**config.mk**
```make
export PLATFORM = sky130hd
export DESIGN_NAME = load_store_unit_flat
export DESIGN_NICKNAME = d
export VERILOG_FILES = /design/src/rtl/load_store_unit_if.sv /design/src/rtl/load_store_unit.sv /design/src/flat_wrapper.sv
export SDC_FILE = /design/constraint.sdc
export NUM_CORES = 1
export LEC_CHECK = 0
export CAP_MARGIN = 20
export CELL_PAD_IN_SITES_DETAIL_PLACEMENT = 1
export CELL_PAD_IN_SITES_GLOBAL_PLACEMENT = 2
export CORE_MARGIN = 2
export CORE_UTILIZATION = 30
export CTS_BUF_LIST = sky130_fd_sc_hd__clkbuf_2 sky130_fd_sc_hd__clkbuf_4 sky130_fd_sc_hd__clkbuf_8
export DETAILED_ROUTE_END_ITERATION = 10
export PLACE_DENSITY = 0.83
export SYNTH_ARGS = -nofsm -noshare
export SYNTH_HDL_FRONTEND = slang
export SYNTH_SLANG_ARGS = --single-unit
export TNS_END_PERCENT = 10
```
**constraint.sdc**
```tcl
create_clock -name clk -period 4.6 [get_ports clk]
set_input_delay 0.69 -clock clk [delete_from_list [all_inputs] [get_ports clk]]
set_output_delay 0.69 -clock clk [all_outputs]
set_load 0.01 [all_outputs]
```
**src/rtl/load_store_unit_if.sv**
```systemverilog
// load_store_unit_if: request, response and data-memory signals of the
// load/store unit, bundled so the unit and its environment share one bus.
//
// Handshake rule (request and response channels alike): a transfer happens on
// the rising clk edge where valid && ready are both high. The sender holds
// valid and its payload steady until that edge. The receiver may raise or
// lower ready at will. ready without valid does nothing.
//
// Memory side: mem_read / mem_write are single-cycle strobes. mem_addr and
// mem_wdata are steady from the setup cycle through one cycle after the strobe.
//
// Modports:
//   slave  - the load/store unit (receives requests, drives the memory bus)
//   master - the environment (CPU memory stage plus data memory)
interface load_store_unit_if #(
  parameter int ADDR_W = 64
);
  // request channel
  logic              req_valid;
  logic              req_ready;
  logic              req_write;
  logic [1:0]        req_size;
  logic              req_signed;
  logic [ADDR_W-1:0] req_addr;
  logic [63:0]       req_wdata;
  // response channel
  logic              resp_valid;
  logic              resp_ready;
  logic [63:0]       resp_rdata;
  logic              resp_err;
  // data memory bus (doubleword indexed)
  logic [ADDR_W-1:0] mem_addr;
  logic [63:0]       mem_wdata;
  logic              mem_write;
  logic              mem_read;
  logic [63:0]       mem_rdata;

  modport slave (
    input  req_valid, req_write, req_size, req_signed, req_addr, req_wdata,
    input  resp_ready, mem_rdata,
    output req_ready, resp_valid, resp_rdata, resp_err,
    output mem_addr, mem_wdata, mem_write, mem_read
  );

  modport master (
    output req_valid, req_write, req_size, req_signed, req_addr, req_wdata,
    output resp_ready, mem_rdata,
    input  req_ready, resp_valid, resp_rdata, resp_err,
    input  mem_addr, mem_wdata, mem_write, mem_read
  );
endinterface

```
**src/rtl/load_store_unit.sv**
```systemverilog
// load_store_unit: initiator side of the 32 x 64-bit data memory.
// Takes one load/store at a time, sequences setup/strobe/hold cycles on the
// memory bus, does read-modify-write for sub-doubleword stores and
// extracts/extends sub-doubleword loads, then returns a response.
//
// Parameters:
//   MEM_LATENCY - cycles from the read-strobe cycle until mem_rdata is
//                 sampled (1..7)
//   ADDR_W      - request / memory address width (must match the interface)
//
// Ports:
//   clk       - clock, all state changes on the rising edge
//   rst_n     - synchronous active-low reset
//   bus       - load_store_unit_if.slave (request, response, memory bus)
//   dbg_state - current FSM state encoding, for observation only
//
// Optional build macro:
//   MISALIGN_CHECK_EN - requests whose address is not aligned to the access
//                       size are answered at once with resp_err=1 and no
//                       memory access. Without it resp_err is always 0 and
//                       bytes beyond the doubleword are simply dropped.
module load_store_unit #(
  parameter int MEM_LATENCY = 1,
  parameter int ADDR_W      = 64
) (
  input  logic                  clk,
  input  logic                  rst_n,
  load_store_unit_if.slave      bus,
  output logic [2:0]            dbg_state
);

  typedef enum logic [2:0] {
    IDLE      = 3'd0,
    RD_SETUP  = 3'd1,
    RD_STROBE = 3'd2,
    RD_WAIT   = 3'd3,
    WR_SETUP  = 3'd4,
    WR_STROBE = 3'd5,
    WR_HOLD   = 3'd6,
    RESP      = 3'd7
  } state_t;

  // RD_WAIT runs MEM_LATENCY cycles; the counter reaches zero on the last one.
  localparam logic [2:0] WAIT_INIT = 3'(MEM_LATENCY - 1);

  state_t            state;
  logic [2:0]        wait_cnt;

  // latched request fields
  logic              r_write;
  logic [1:0]        r_size;
  logic              r_signed;
  logic [2:0]        r_off;
  logic [63:0]       r_wdata;

  // registered outputs
  logic              req_ready_q;
  logic              resp_valid_q;
  logic [63:0]       resp_rdata_q;
  logic              resp_err_q;
  logic [ADDR_W-1:0] mem_addr_q;
  logic [63:0]       mem_wdata_q;
  logic              mem_read_q;
  logic              mem_write_q;

  logic [63:0]       merged;
  logic [63:0]       extracted;

  // Replace (1 << size) bytes of old_dw starting at byte off with the low
  // bytes of wd. Bytes that would land past byte 7 are dropped.
  function automatic logic [63:0] merge_store(input logic [63:0] old_dw,
                                              input logic [63:0] wd,
                                              input logic [2:0]  off,
                                              input logic [1:0]  size);
    logic [63:0] res;
    int          o;
    int          n;
    res = old_dw;
    o   = int'(off);
    n   = 1 << size;
    for (int i = 0; i < 8; i++) begin
      if (i >= o && (i - o) < n) begin
        res[8*i +: 8] = wd[8*(i-o) +: 8];
      end
    end
    return res;
  endfunction

  // Shift the doubleword down to the addressed byte, keep (1 << size) bytes
  // and extend from the top kept bit. Bytes shifted in from above byte 7 are
  // zero, which is how a boundary-crossing access gets its dropped bytes.
  function automatic logic [63:0] extract_load(input logic [63:0] dw,
                                               input logic [2:0]  off,
                                               input logic [1:0]  size,
                                               input logic        sgn);
    logic [63:0] sh;
    logic [63:0] res;
    sh = dw >> {off, 3'b000};
    unique case (size)
      2'd0:    res = sgn ? {{56{sh[7]}},  sh[7:0]}  : {56'd0, sh[7:0]};
      2'd1:    res = sgn ? {{48{sh[15]}}, sh[15:0]} : {48'd0, sh[15:0]};
      2'd2:    res = sgn ? {{32{sh[31]}}, sh[31:0]} : {32'd0, sh[31:0]};
      default: res = sh;
    endcase
    return res;
  endfunction

  always_comb begin
    merged    = merge_store(bus.mem_rdata, r_wdata, r_off, r_size);
    extracted = extract_load(bus.mem_rdata, r_off, r_size, r_signed);
  end

`ifdef MISALIGN_CHECK_EN
  logic [2:0] align_mask;
  logic       misaligned;

  always_comb begin
    unique case (bus.req_size)
      2'd0:    align_mask = 3'b000;
      2'd1:    align_mask = 3'b001;
      2'd2:    align_mask = 3'b011;
      default: align_mask = 3'b111;
    endcase
    misaligned = |(bus.req_addr[2:0] & align_mask);
  end
`endif

  always_ff @(posedge clk) begin
    if (!rst_n) begin
      state        <= IDLE;
      wait_cnt     <= '0;
      r_write      <= 1'b0;
      r_size       <= '0;
      r_signed     <= 1'b0;
      r_off        <= '0;
      r_wdata      <= '0;
      req_ready_q  <= 1'b1;
      resp_valid_q <= 1'b0;
      resp_rdata_q <= '0;
      resp_err_q   <= 1'b0;
      mem_addr_q   <= '0;
      mem_wdata_q  <= '0;
      mem_read_q   <= 1'b0;
      mem_write_q  <= 1'b0;
    end else begin
      unique case (state)
        IDLE: begin
          // req_ready is high exactly while in IDLE, so valid alone accepts.
          if (bus.req_valid) begin
            r_write     <= bus.req_write;
            r_size      <= bus.req_size;
            r_signed    <= bus.req_signed;
            r_off       <= bus.req_addr[2:0];
            r_wdata     <= bus.req_wdata;
            req_ready_q <= 1'b0;
            mem_addr_q  <= bus.req_addr >> 3;
`ifdef MISALIGN_CHECK_EN
            if (misaligned) begin
              resp_valid_q <= 1'b1;
              resp_err_q   <= 1'b1;
              resp_rdata_q <= '0;
              state        <= RESP;
            end else
`endif
            if (bus.req_write && bus.req_size == 2'd3) begin
              // full doubleword store needs no read
              mem_wdata_q <= bus.req_wdata;
              state       <= WR_SETUP;
            end else begin
              state <= RD_SETUP;
            end
          end
        end

        RD_SETUP: begin
          mem_read_q <= 1'b1;
          state      <= RD_STROBE;
        end

        RD_STROBE: begin
          mem_read_q <= 1'b0;
          wait_cnt   <= WAIT_INIT;
          state      <= RD_WAIT;
        end

        RD_WAIT: begin
          if (wait_cnt == 3'd0) begin
            if (r_write) begin
              mem_wdata_q <= merged;
              state       <= WR_SETUP;
            end else begin
              resp_rdata_q <= extracted;
              resp_valid_q <= 1'b1;
              state        <= RESP;
            end
          end else begin
            wait_cnt <= wait_cnt - 3'd1;
          end
        end

        WR_SETUP: begin
          mem_write_q <= 1'b1;
          state       <= WR_STROBE;
        end

        WR_STROBE: begin
          mem_write_q <= 1'b0;
          state       <= WR_HOLD;
        end

        WR_HOLD: begin
          resp_rdata_q <= '0;
          resp_valid_q <= 1'b1;
          state        <= RESP;
        end

        RESP: begin
          if (bus.resp_ready) begin
            resp_valid_q <= 1'b0;
            resp_err_q   <= 1'b0;
            req_ready_q  <= 1'b1;
            state        <= IDLE;
          end
        end

        default: state <= IDLE;
      endcase
    end
  end

  assign bus.req_ready  = req_ready_q;
  assign bus.resp_valid = resp_valid_q;
  assign bus.resp_rdata = resp_rdata_q;
  assign bus.resp_err   = resp_err_q;
  assign bus.mem_addr   = mem_addr_q;
  assign bus.mem_wdata  = mem_wdata_q;
  assign bus.mem_read   = mem_read_q;
  assign bus.mem_write  = mem_write_q;
  assign dbg_state      = state;

endmodule

```
**src/flat_wrapper.sv**
```systemverilog
// flat-port wrapper written by rule: the top's interface ports become plain ports
module load_store_unit_flat 
#(
  parameter int MEM_LATENCY = 1,
  parameter int ADDR_W      = 64
)
  (clk, rst_n, dbg_state, bus_req_valid, bus_req_write, bus_req_size, bus_req_signed, bus_req_addr, bus_req_wdata, bus_resp_ready, bus_mem_rdata, bus_req_ready, bus_resp_valid, bus_resp_rdata, bus_resp_err, bus_mem_addr, bus_mem_wdata, bus_mem_write, bus_mem_read);
  load_store_unit_if #(.ADDR_W(ADDR_W)) bus_i ();
  input  logic clk;
  input  logic rst_n;
  output logic [2:0] dbg_state;
  input wire logic [$bits(bus_i.req_valid)-1:0] bus_req_valid;
  input wire logic [$bits(bus_i.req_write)-1:0] bus_req_write;
  input wire logic [$bits(bus_i.req_size)-1:0] bus_req_size;
  input wire logic [$bits(bus_i.req_signed)-1:0] bus_req_signed;
  input wire logic [$bits(bus_i.req_addr)-1:0] bus_req_addr;
  input wire logic [$bits(bus_i.req_wdata)-1:0] bus_req_wdata;
  input wire logic [$bits(bus_i.resp_ready)-1:0] bus_resp_ready;
  input wire logic [$bits(bus_i.mem_rdata)-1:0] bus_mem_rdata;
  output wire logic [$bits(bus_i.req_ready)-1:0] bus_req_ready;
  output wire logic [$bits(bus_i.resp_valid)-1:0] bus_resp_valid;
  output wire logic [$bits(bus_i.resp_rdata)-1:0] bus_resp_rdata;
  output wire logic [$bits(bus_i.resp_err)-1:0] bus_resp_err;
  output wire logic [$bits(bus_i.mem_addr)-1:0] bus_mem_addr;
  output wire logic [$bits(bus_i.mem_wdata)-1:0] bus_mem_wdata;
  output wire logic [$bits(bus_i.mem_write)-1:0] bus_mem_write;
  output wire logic [$bits(bus_i.mem_read)-1:0] bus_mem_read;
  assign bus_i.req_valid = bus_req_valid;
  assign bus_i.req_write = bus_req_write;
  assign bus_i.req_size = bus_req_size;
  assign bus_i.req_signed = bus_req_signed;
  assign bus_i.req_addr = bus_req_addr;
  assign bus_i.req_wdata = bus_req_wdata;
  assign bus_i.resp_ready = bus_resp_ready;
  assign bus_i.mem_rdata = bus_mem_rdata;
  assign bus_req_ready = bus_i.req_ready;
  assign bus_resp_valid = bus_i.resp_valid;
  assign bus_resp_rdata = bus_i.resp_rdata;
  assign bus_resp_err = bus_i.resp_err;
  assign bus_mem_addr = bus_i.mem_addr;
  assign bus_mem_wdata = bus_i.mem_wdata;
  assign bus_mem_write = bus_i.mem_write;
  assign bus_mem_read = bus_i.mem_read;
  load_store_unit #(.MEM_LATENCY(MEM_LATENCY), .ADDR_W(ADDR_W)) u_core (.clk(clk), .rst_n(rst_n), .bus(bus_i), .dbg_state(dbg_state));
endmodule
```
# ---- After elaboration in Yosys (flattened, before gate mapping)
# Cells that the tools add are included.
dict set report word_totals {
  regBits 270
  latchBits 0
  ramBits 0
  rom_bits 0
  input_bits 200
  output_inout_bits 200
  wordCells 127
  n_memories 0
}
dict set report op_classes {
  n_addsub 9
  multipliers 0
  n_div 0
  magnitude_cmp 15
  n_eq_ne 17
  shift 10
  mux 37
  n_bitwise 0
  n_reduce_logical 25
}
# operator count
set op_table {}
lappend op_table {{2-to-1 mux 64 bit} 9}
lappend op_table {{variable part select 64 x 32 -> 8 bit} 8}
lappend op_table {{< comparator 32 bit} 8}
lappend op_table {{case mux 64 bit (2 select lines)} 2}
lappend op_table {{case mux 64 bit (3 select lines)} 1}
lappend op_table {{2-to-1 mux 8 bit} 8}
lappend op_table {{>> shifter 64 x 6 -> 64 bit} 1}
lappend op_table {{<< shifter 1 x 2 -> 32 bit, first input constant} 1}
lappend op_table {{case mux 3 bit (8 select lines)} 1}
lappend op_table {{subtractor 3 x 3 -> 4 bit, first input constant} 4}
lappend op_table {{2-to-1 mux 3 bit} 5}
lappend op_table {{== test 3 bit, second input constant} 4}
lappend op_table {{nonzero test 2 bit} 6}
lappend op_table {{greater-or-equal comparator 3 bit, first input constant} 3}
lappend op_table {{AND reduction 3 bit} 3}
lappend op_table {{logical AND 1 bit} 8}
lappend op_table {{inequality test 2 bit, second input constant} 4}
lappend op_table {{subtractor 1 x 3 -> 4 bit, first input constant} 2}
lappend op_table {{subtractor 2 x 3 -> 4 bit, first input constant} 2}
lappend op_table {{== test 3 x 2 -> 1 bit, second input constant} 2}
lappend op_table {{greater-or-equal comparator 1 x 3 -> 1 bit, first input constant} 2}
lappend op_table {{greater-or-equal comparator 2 x 3 -> 1 bit, first input constant} 2}
lappend op_table {{zero test 3 bit} 2}
lappend op_table {{inequality test 2 x 1 -> 1 bit, second input constant} 3}
lappend op_table {{14 further kinds} 22}

# ---- Depth between registers and ports, before layout
dict set report depth {
  ltp_word 7
  mapped_depth 14
  ltp_nobuf 8
}

# ---- Worst setup path before layout
# OpenSTA, ideal clock, no wires.
dict set report synth_timing {
  path_kind {reg-to-reg}
  startpoint {reg u_core.r_off[2]}
  endpoint {reg u_core.mem_wdata_q[0], in the netlist u_core.bus.mem_wdata[0]}
  setup_ns 0.122
  t_arrival_ns 3.473
  required_time_ns 4.478
  slack_ns 1.005
  path_stages_with_launch 15
  n_path_buf 6
  period_less_slack_ns 3.595
  path_cell_list {dfxtp_1 -> buf_2 -> inv_1 -> buf_2 -> buf_1 -> clkbuf_1 -> ha_1 -> clkbuf_1 -> nand2_1 -> ha_1 -> o211ai_1 -> o2111ai_1 -> and2_1 -> clkbuf_1 -> a221o_1}
}
dict set report synth_between {
  elab_chain_cells 7
  elab_cells_between_ends 9
  classes_between {add/sub: 1; order compare: 2; shift: 1; mux: 4; reduce/logical: 1}
}
# item line_no
set synth_lines {}
lappend synth_lines {{start, declared} load_store_unit.sv:53} ;# logic [2:0] r_off;
lappend synth_lines {{start signal, assigned} load_store_unit.sv:153} ;# r_off <= bus.req_addr[2:0];
lappend synth_lines {{subtractor 1 x 3 -> 4 bit} {load_store_unit.sv:82, load_store_unit.sv:83}}
lappend synth_lines {{< comparator 32 bit} load_store_unit.sv:82} ;# if (i >= o && (i - o) < n) begin
lappend synth_lines {{logical AND 1 bit} load_store_unit.sv:82}
lappend synth_lines {{2-to-1 mux 8 bit (*)} load_store_unit.sv:82}
lappend synth_lines {{2-to-1 mux 64 bit (*)} load_store_unit.sv:188} ;# if (r_write) begin
lappend synth_lines {{2-to-1 mux 64 bit (*)} load_store_unit.sv:187} ;# if (wait_cnt == 3'd0) begin
lappend synth_lines {{case mux 64 bit (2 select lines) (*)} load_store_unit.sv:146} ;# unique case (state)
lappend synth_lines {{end signal, assigned} load_store_unit.sv:167} ;# mem_wdata_q <= bus.req_wdata;
lappend synth_lines {{end signal, assigned} load_store_unit.sv:189} ;# mem_wdata_q <= merged;
lappend synth_lines {{end, declared} load_store_unit.sv:62} ;# logic [63:0] mem_wdata_q;
# Every way passes the cells marked *; elsewhere a longest branch is shown, timed or not. The select of a mux whose other input is x is not followed.
# A chain may end at the register's enable or synchronous reset.

# ---- Worst setup path after layout
dict set report layout_timing {
  startpoint {reg u_core.r_off[1]}
  endpoint {reg u_core.mem_wdata_q[4], in the netlist u_core.bus.mem_wdata[4]}
}
# The elaborated chain is that of the path after synthesis.

==> impl_metrics.csv <==
group,metric,value,unit
logic_synthesis,synthCells,1844,
logic_synthesis,synth_top_family_by_area,"compound AO/OA/AOI/OAI gates",
logic_synthesis,yosys.cell_types.count,75,
floorplan,dieArea,53950,sq um
floorplan,num_io_pins,400,
layout,fin_nets,2389,
flow_run,drv_cap,0,
power_and_ir_drop,p_per_area,462.1,nW/um^2
floorplan,die_w,232.3,microns
setup_path,regToRegSetupSlack,1.25,ns
floorplan,start_util,0.3041,
clock_tree,clkTransAtPathRegs,0.06,ns
power_and_ir_drop,switching_share,0.4010,
timing,period_share,0.7290,
setup_path,crit_chain,"inv_1 > buf_4 > ha_1 > nand2_1 > ha_1 > o211ai_1 > o2111ai_1 > nor3_1 > a221o_1",
logic_synthesis,synth-seq-cells,270,
clock_tree,insertion_delay,0.66,ns
setup_path,end_kind,"flop",
timing,finalSetupViolCount,0,
place,port_buffers,395,
grt,grt-ovfl-total,0,
layout,synthToLayoutAreaGrowth,36.16,%
setup_path,worst-path-buf-inv,2,
timing,maxSlewViolCount,0,
worst_hold_path,hold_path.class,"flop to flop",
grt,grt_max_degree,198,
logic_synthesis,synth_fa_ha_area_frac,0.02001,
timing,setup_ws,1.247,ns
setup_path,path_max_fanout,14,
route,vias,16660,
timing,max_freq,0.2982,GHz
clock_tree,ctsHoldBuffers,0,
route,viasPerCell,5.768,
grt,antenna_found_initial,4,
place,dp_slack,1.202,ns
power_and_ir_drop,p_sw,3944,uW
power_and_ir_drop,p_leak,0.007511,uW
setup_path,worst-setup-path-type,"flop to flop",
grt,grt_use_total,0.2827,
clock_tree,cts.sinks,270,
power_and_ir_drop,p_comb_frac,0.405,
clock_tree,cts_buffers,52,
logic_synthesis,synth-simple-area-share,0.1830,
logic_synthesis,synth_edf_count,0,
route,wl,77.69,mm
logic_synthesis,yosysSeqAreaShare,0.3458,
setup_path,crit_family,"adder cells",
route,wl_per_cell,26.90,microns
logic_synthesis,syn_area,15630,sq um
floorplan,num_rows,83,
setup_path,cp.required,5.20,ns
power_and_ir_drop,internal-power,5892,uW
setup_path,cp.arrival,3.95,ns
timing,rsz0062_at_grt,"no",
outcome,status,"finished clean",
clock_tree,cts-root-buf,"clkbuf_8",
timing,fin_setup_tns,0,ns
setup_path,critPathMaxStageDelay,0.68,ns
floorplan,core,51410,sq um
layout,final_common_cell,"nand2_1",
setup_path,cpMaxStageDelayCell,"nor3_1",
timing,post-route-min-period,3.353,ns
route,first_pass_iters,5,
layout,drive_above_1_share,0.1201,
power_and_ir_drop,pwr-share-seq,0.313,
logic_synthesis,synth_compound_area_frac,0.2213,
grt,grt_pass1_wl,113.5,mm
logic_synthesis,synthXorXnorAreaFrac,0,
clock_tree,post_cts_resized,0,
power_and_ir_drop,power.share.clock,0.282,
timing,final-hold-violation-count,0,
clock_tree,post-cts-setup-buffers,0,
route,drc,0,
timing,slew_headroom,0.2712,
clock_tree,max-clock-path-buffers,3,
clock_tree,h-tree-depth,2,
power_and_ir_drop,vdd_drop_max,263.5,uV
place,hpwl,58.09,mm
place,gp_congestion,0.9569,
route,drtIter0Drc,1576,
clock_tree,cts_tree,"done",
logic_synthesis,syn_area_per_cell,8.477,sq um
layout,fill_cells,5951,
logic_synthesis,synthFlopType,"dfxtp_1",
logic_synthesis,synth_warnings,0,
route,antenna_left,0,
logic_synthesis,async_flop_share,0,
setup_path,cp-start-kind,"flop",
floorplan,die_h,232.3,microns
timing,worst_pin_slew,1.093,ns
setup_path,cpMostUsedCell,"ha_1",
logic_synthesis,synthMuxAreaShare,0.1746,
grt,grt_pass1_vias,16890,
timing,skew,0.02783,ns
layout,layout_common_cells,"nand2_1 (406), clkdlybuf4s50_1 (395), dfxtp_1 (268)",
-- worst reg2reg max path: stages, from the launching register on --
cell and delay, ns:
dfxtp_4 0.37, inv_1 0.25, buf_4 0.21, ha_1 0.60
nand2_1 0.25, ha_1 0.37, o211ai_1 0.11, o2111ai_1 0.21
nor3_1 0.68, a221o_1 0.27
-- cells by family after synthesis --
group / after synthesis
compound gates: 517
fa+ha+maj: 25
buf+inv: 199
flops: 270
mux: 174
other cells: 1
simple gates: 658
-- power groups by stage --
stage / registers [uW] / clock network, uW / logic, uW
finish: 3080 / 2780 / 3980
global route: 3100 / 2960 / 4270
CTS: 3060 / 2840 / 3950
detailed placement: 3100 / 0 / 3930
global placement: 3080 / 0 / 3870
floorplan: 2980 / 0 / 2370
-- sequential cells by signal (all words and copies together) (netlist names), 2 cells and up --
signal	cells
u_core.dbg_state	3
u_core.r_size	2
u_core.bus.resp_rdata	64
u_core.wait_cnt	3
u_core.bus.mem_addr	61
u_core.bus.mem_wdata	64
u_core.r_wdata	64
u_core.r_off	3
-- path summary, 6_finish.rpt --
check | depth (start not counted) | endpoint | from
setup reg to reg | 9 | u_core.bus.mem_wdata[4]$_SDFFE_PN0P_ | u_core.r_off[1]$_SDFFE_PN0P_
hold / removal | 2 | u_core.bus.resp_rdata[54]$_SDFFE_PN0P_ | u_core.bus.resp_rdata[54]$_SDFFE_PN0P_
setup / recovery | 9 | u_core.bus.mem_wdata[4]$_SDFFE_PN0P_ | u_core.r_off[1]$_SDFFE_PN0P_
hold reg to reg | 2 | u_core.bus.resp_rdata[54]$_SDFFE_PN0P_ | u_core.bus.resp_rdata[54]$_SDFFE_PN0P_
-- metrics by stage --
stage | area, sq um | std cells | utilization | hold WS, ns | power [uW]
3_5_place_dp | 20070 | 2790 | 0.3904 | 0.4449 | 7031
2_1_floorplan | 15640 | 1847 | - | 0.4592 | 5351
5_1_grt | 21290 | 2888 | 0.4141 | 0.4749 | 10330
3_3_place_gp | 20070 | 2790 | 0.3904 | 0.4420 | 6955
6_report | 21290 | 2888 | 0.4141 | 0.4496 | 9836
4_1_cts | 21280 | 2887 | 0.4140 | 0.4577 | 9845
-- area by class of cell --
class	instances	area (sq um)	area share
inverter	29	113.9	0.005349
clock inverter	14	157.7	0.007407
multi-input combinational	1378	9417	0.4424
sequential	270	5413	0.2543
clock buffer	83	1055	0.04955
antenna	1	2.502	0.0001176
timing repair buffer	433	4277	0.2009
tap	680	850.8	0.03997
-- metal layers --
layer,vias to the layer above,track usage,wire length (microns)
met3,133,0.07871,7000
met2,774,0.4427,35410
met5,-,0,35
met1,8325,0.3637,32110
met4,6,0.1194,3143
li1,7420,-,-
-- synthesized netlist by cell type (all sizes together), types with 3 or more instances --
cell	count	share of area
nand2	407	0.098
dfxtp	270	0.35
a21oi	226	0.072
clkbuf	115	0.028
nor2	83	0.020
mux4	76	0.11
mux2i	68	0.044
buf	55	0.020
nor3	49	0.016
o21ai	40	0.013
a221oi	38	0.021
o31ai	36	0.017
a221o	31	0.020
mux2	30	0.022
inv	27	0.0065
nand3	27	0.0086
ha	25	0.020
nor2b	25	0.010
o22ai	21	0.0084
nor4	18	0.0084
o221ai	17	0.0095
and3	13	0.0052
nand2b	13	0.0052
a2111oi	10	0.0065
a211oi	10	0.0048
a21o	10	0.0048
a311oi	10	0.0060
a31oi	9	0.0036
a22oi	8	0.0038
a32o	8	0.0051
o211a	7	0.0045
a311o	6	0.0038
and2	6	0.0024
a211o	5	0.0028
nor4b	4	0.0022
o21a	4	0.0019
o2111ai	3	0.0017
Power figures use the tool's default switching activity.
==> RTL change (config.mk and constraints unchanged) <==
Add a define of `MISALIGN_CHECK_EN`.
--- a/src/rtl/load_store_unit.sv
+++ b/src/rtl/load_store_unit.sv
@@ -21,2 +21,4 @@
 //                       bytes beyond the doubleword are simply dropped.
+`define MISALIGN_CHECK_EN
+
 module load_store_unit #(
Function: not settled (the Yosys comparison gave no result); the edit may change what the design does.
==> RTL change against the original RTL <==
- non-clock buffer count is 10 lower
- first-iteration DRC count is 7.4% higher
- via count is 2.4% higher
- count of clock-buffer cells in the layout is 1 higher
- clock power is 6% lower
- design area is 2.5% higher
- synthesized area is 4.5% higher
- setup slack worse by 0.33 ns
- wire length is 4.1% higher
- total power is 1.2% lower
- sequential cell count is 1 higher
- utilization is 0.87 points lower
- synthesized cell count is 3.2% higher
- highest routed layer unchanged
==> RTL change: results (changes against the original RTL) <==
### Outcome
• finished, final reports clean — result of the run

### Cells and area
• 0.110 — share of final-layout standard cells stronger than drive strength 1, -0.0101
• 2435 — Nets, +1.9%
• 6199 — count of filler cells inserted in the layout, +4.2%

### Logic synthesis
• sky130_fd_sc_hd__dfxtp_1 (33%), sky130_fd_sc_hd__mux4_2 (11%), sky130_fd_sc_hd__nand2_1 (10%) — top cells by area, synth
• 8.59 µm² — mean instance size in the synthesized netlist, +1.3%
• 70 — synth unique cells, -6.7%
• 0.332 — Seq/Total Area, Yosys, -0.0137

### Place
• 0.937 ns — minimum setup slack after placement, -0.265 ns
• 0.974 — RD Place Congestion, +1.8%
• 0.0207 mm² — instance area at placement, +3.1%
• 61200 µm — sum of net half-perimeters after detailed placement, +5.3%
• 396 — Port-buffer cells, +0.25%

### Critical path
• u_core.bus.mem_wdata[31] — end point of the critical path
• buffers and inverters — kind of cell with the highest combined delay on the critical path
• 4.22 ns — arrival time of data at the critical path endpoint, +0.27 ns
• u_core.r_size[1] — crit path from

### Timing
• 0.0358 ns — final clock skew, +0.00802 ns
• 272 MHz — peak clock frequency supported by timing, -8.9%

### Power and ir drop
• 0.000193 V — worst vdd rail ir drop, -27%

### Detailed routing
• 80900 µm — aggregate routed wire length, +4.1%

### GRT
• 3 — number of antenna violations at the first check in global routing, -1
• 118000 µm — first-pass GRT wire length, +3.5%
• 0.280 — Overall Global Routing Usage, -0.00294

### Worst hold path
• u_core.bus.resp_rdata[20] — start point of the worst hold path
• u_core.bus.resp_rdata[20] — Worst Hold Endpoint

-- RTL change: cell types whose count changed after synthesis, moves of 23 or more --
cell and change:
sky130_fd_sc_hd__a221oi_1 -23, sky130_fd_sc_hd__nand2_1 +30, sky130_fd_sc_hd__nor3_1 -42, sky130_fd_sc_hd__clkbuf_1 -23
sky130_fd_sc_hd__a21boi_0 +139, sky130_fd_sc_hd__a22o_1 +36, sky130_fd_sc_hd__a221o_1 -31, sky130_fd_sc_hd__o31ai_1 -31
sky130_fd_sc_hd__mux2i_1 +25, sky130_fd_sc_hd__nand3_1 +54, sky130_fd_sc_hd__a21oi_1 -121, sky130_fd_sc_hd__o21ai_0 +66
sky130_fd_sc_hd__o211ai_1 +45
-- RTL change: area by class of cell --
class | count | area, µm² | share of cell area
multi-input cells | 1446 | 10100 | 0.462
flip-flops and latches | 271 | 5430 | 0.249
repair buffers | 423 | 4240 | 0.194
clock buffers | 84 | 1050 | 0.0481
well taps | 696 | 871 | 0.0399
clock inverters | 6 | 72.6 | 0.00333
inverters | 17 | 63.8 | 0.00292
diodes | 1 | 2.50 | 0.000115
-- RTL change: kinds of logic after synthesis --
logic type | synth area share
simple gates | 0.165
compound gates | 0.253
buf+inv | 0.0535
flops | 0.332
other cells | 0.000230
fa+ha+maj | 0.0191
mux | 0.178
-- RTL change: per-layer routing --
metal	vias up	GRT usage	part of all wire
met5	-	0	0.00038
met4	4	0.102	0.039
met3	164	0.0770	0.10
met2	858	0.425	0.43
met1	8494	0.379	0.43
li1	7538	-	-
-- RTL change: power by group --
| group | internal (mW) | total [mW] | switching [mW] |
|---|---|---|---|
| Clock | 1.49 | 2.61 | 1.12 |
| Sequential | 2.67 | 3.13 | 0.458 |
| Combinational | 1.58 | 3.98 | 2.40 |
| Total | 5.74 | 9.72 | 3.98 |
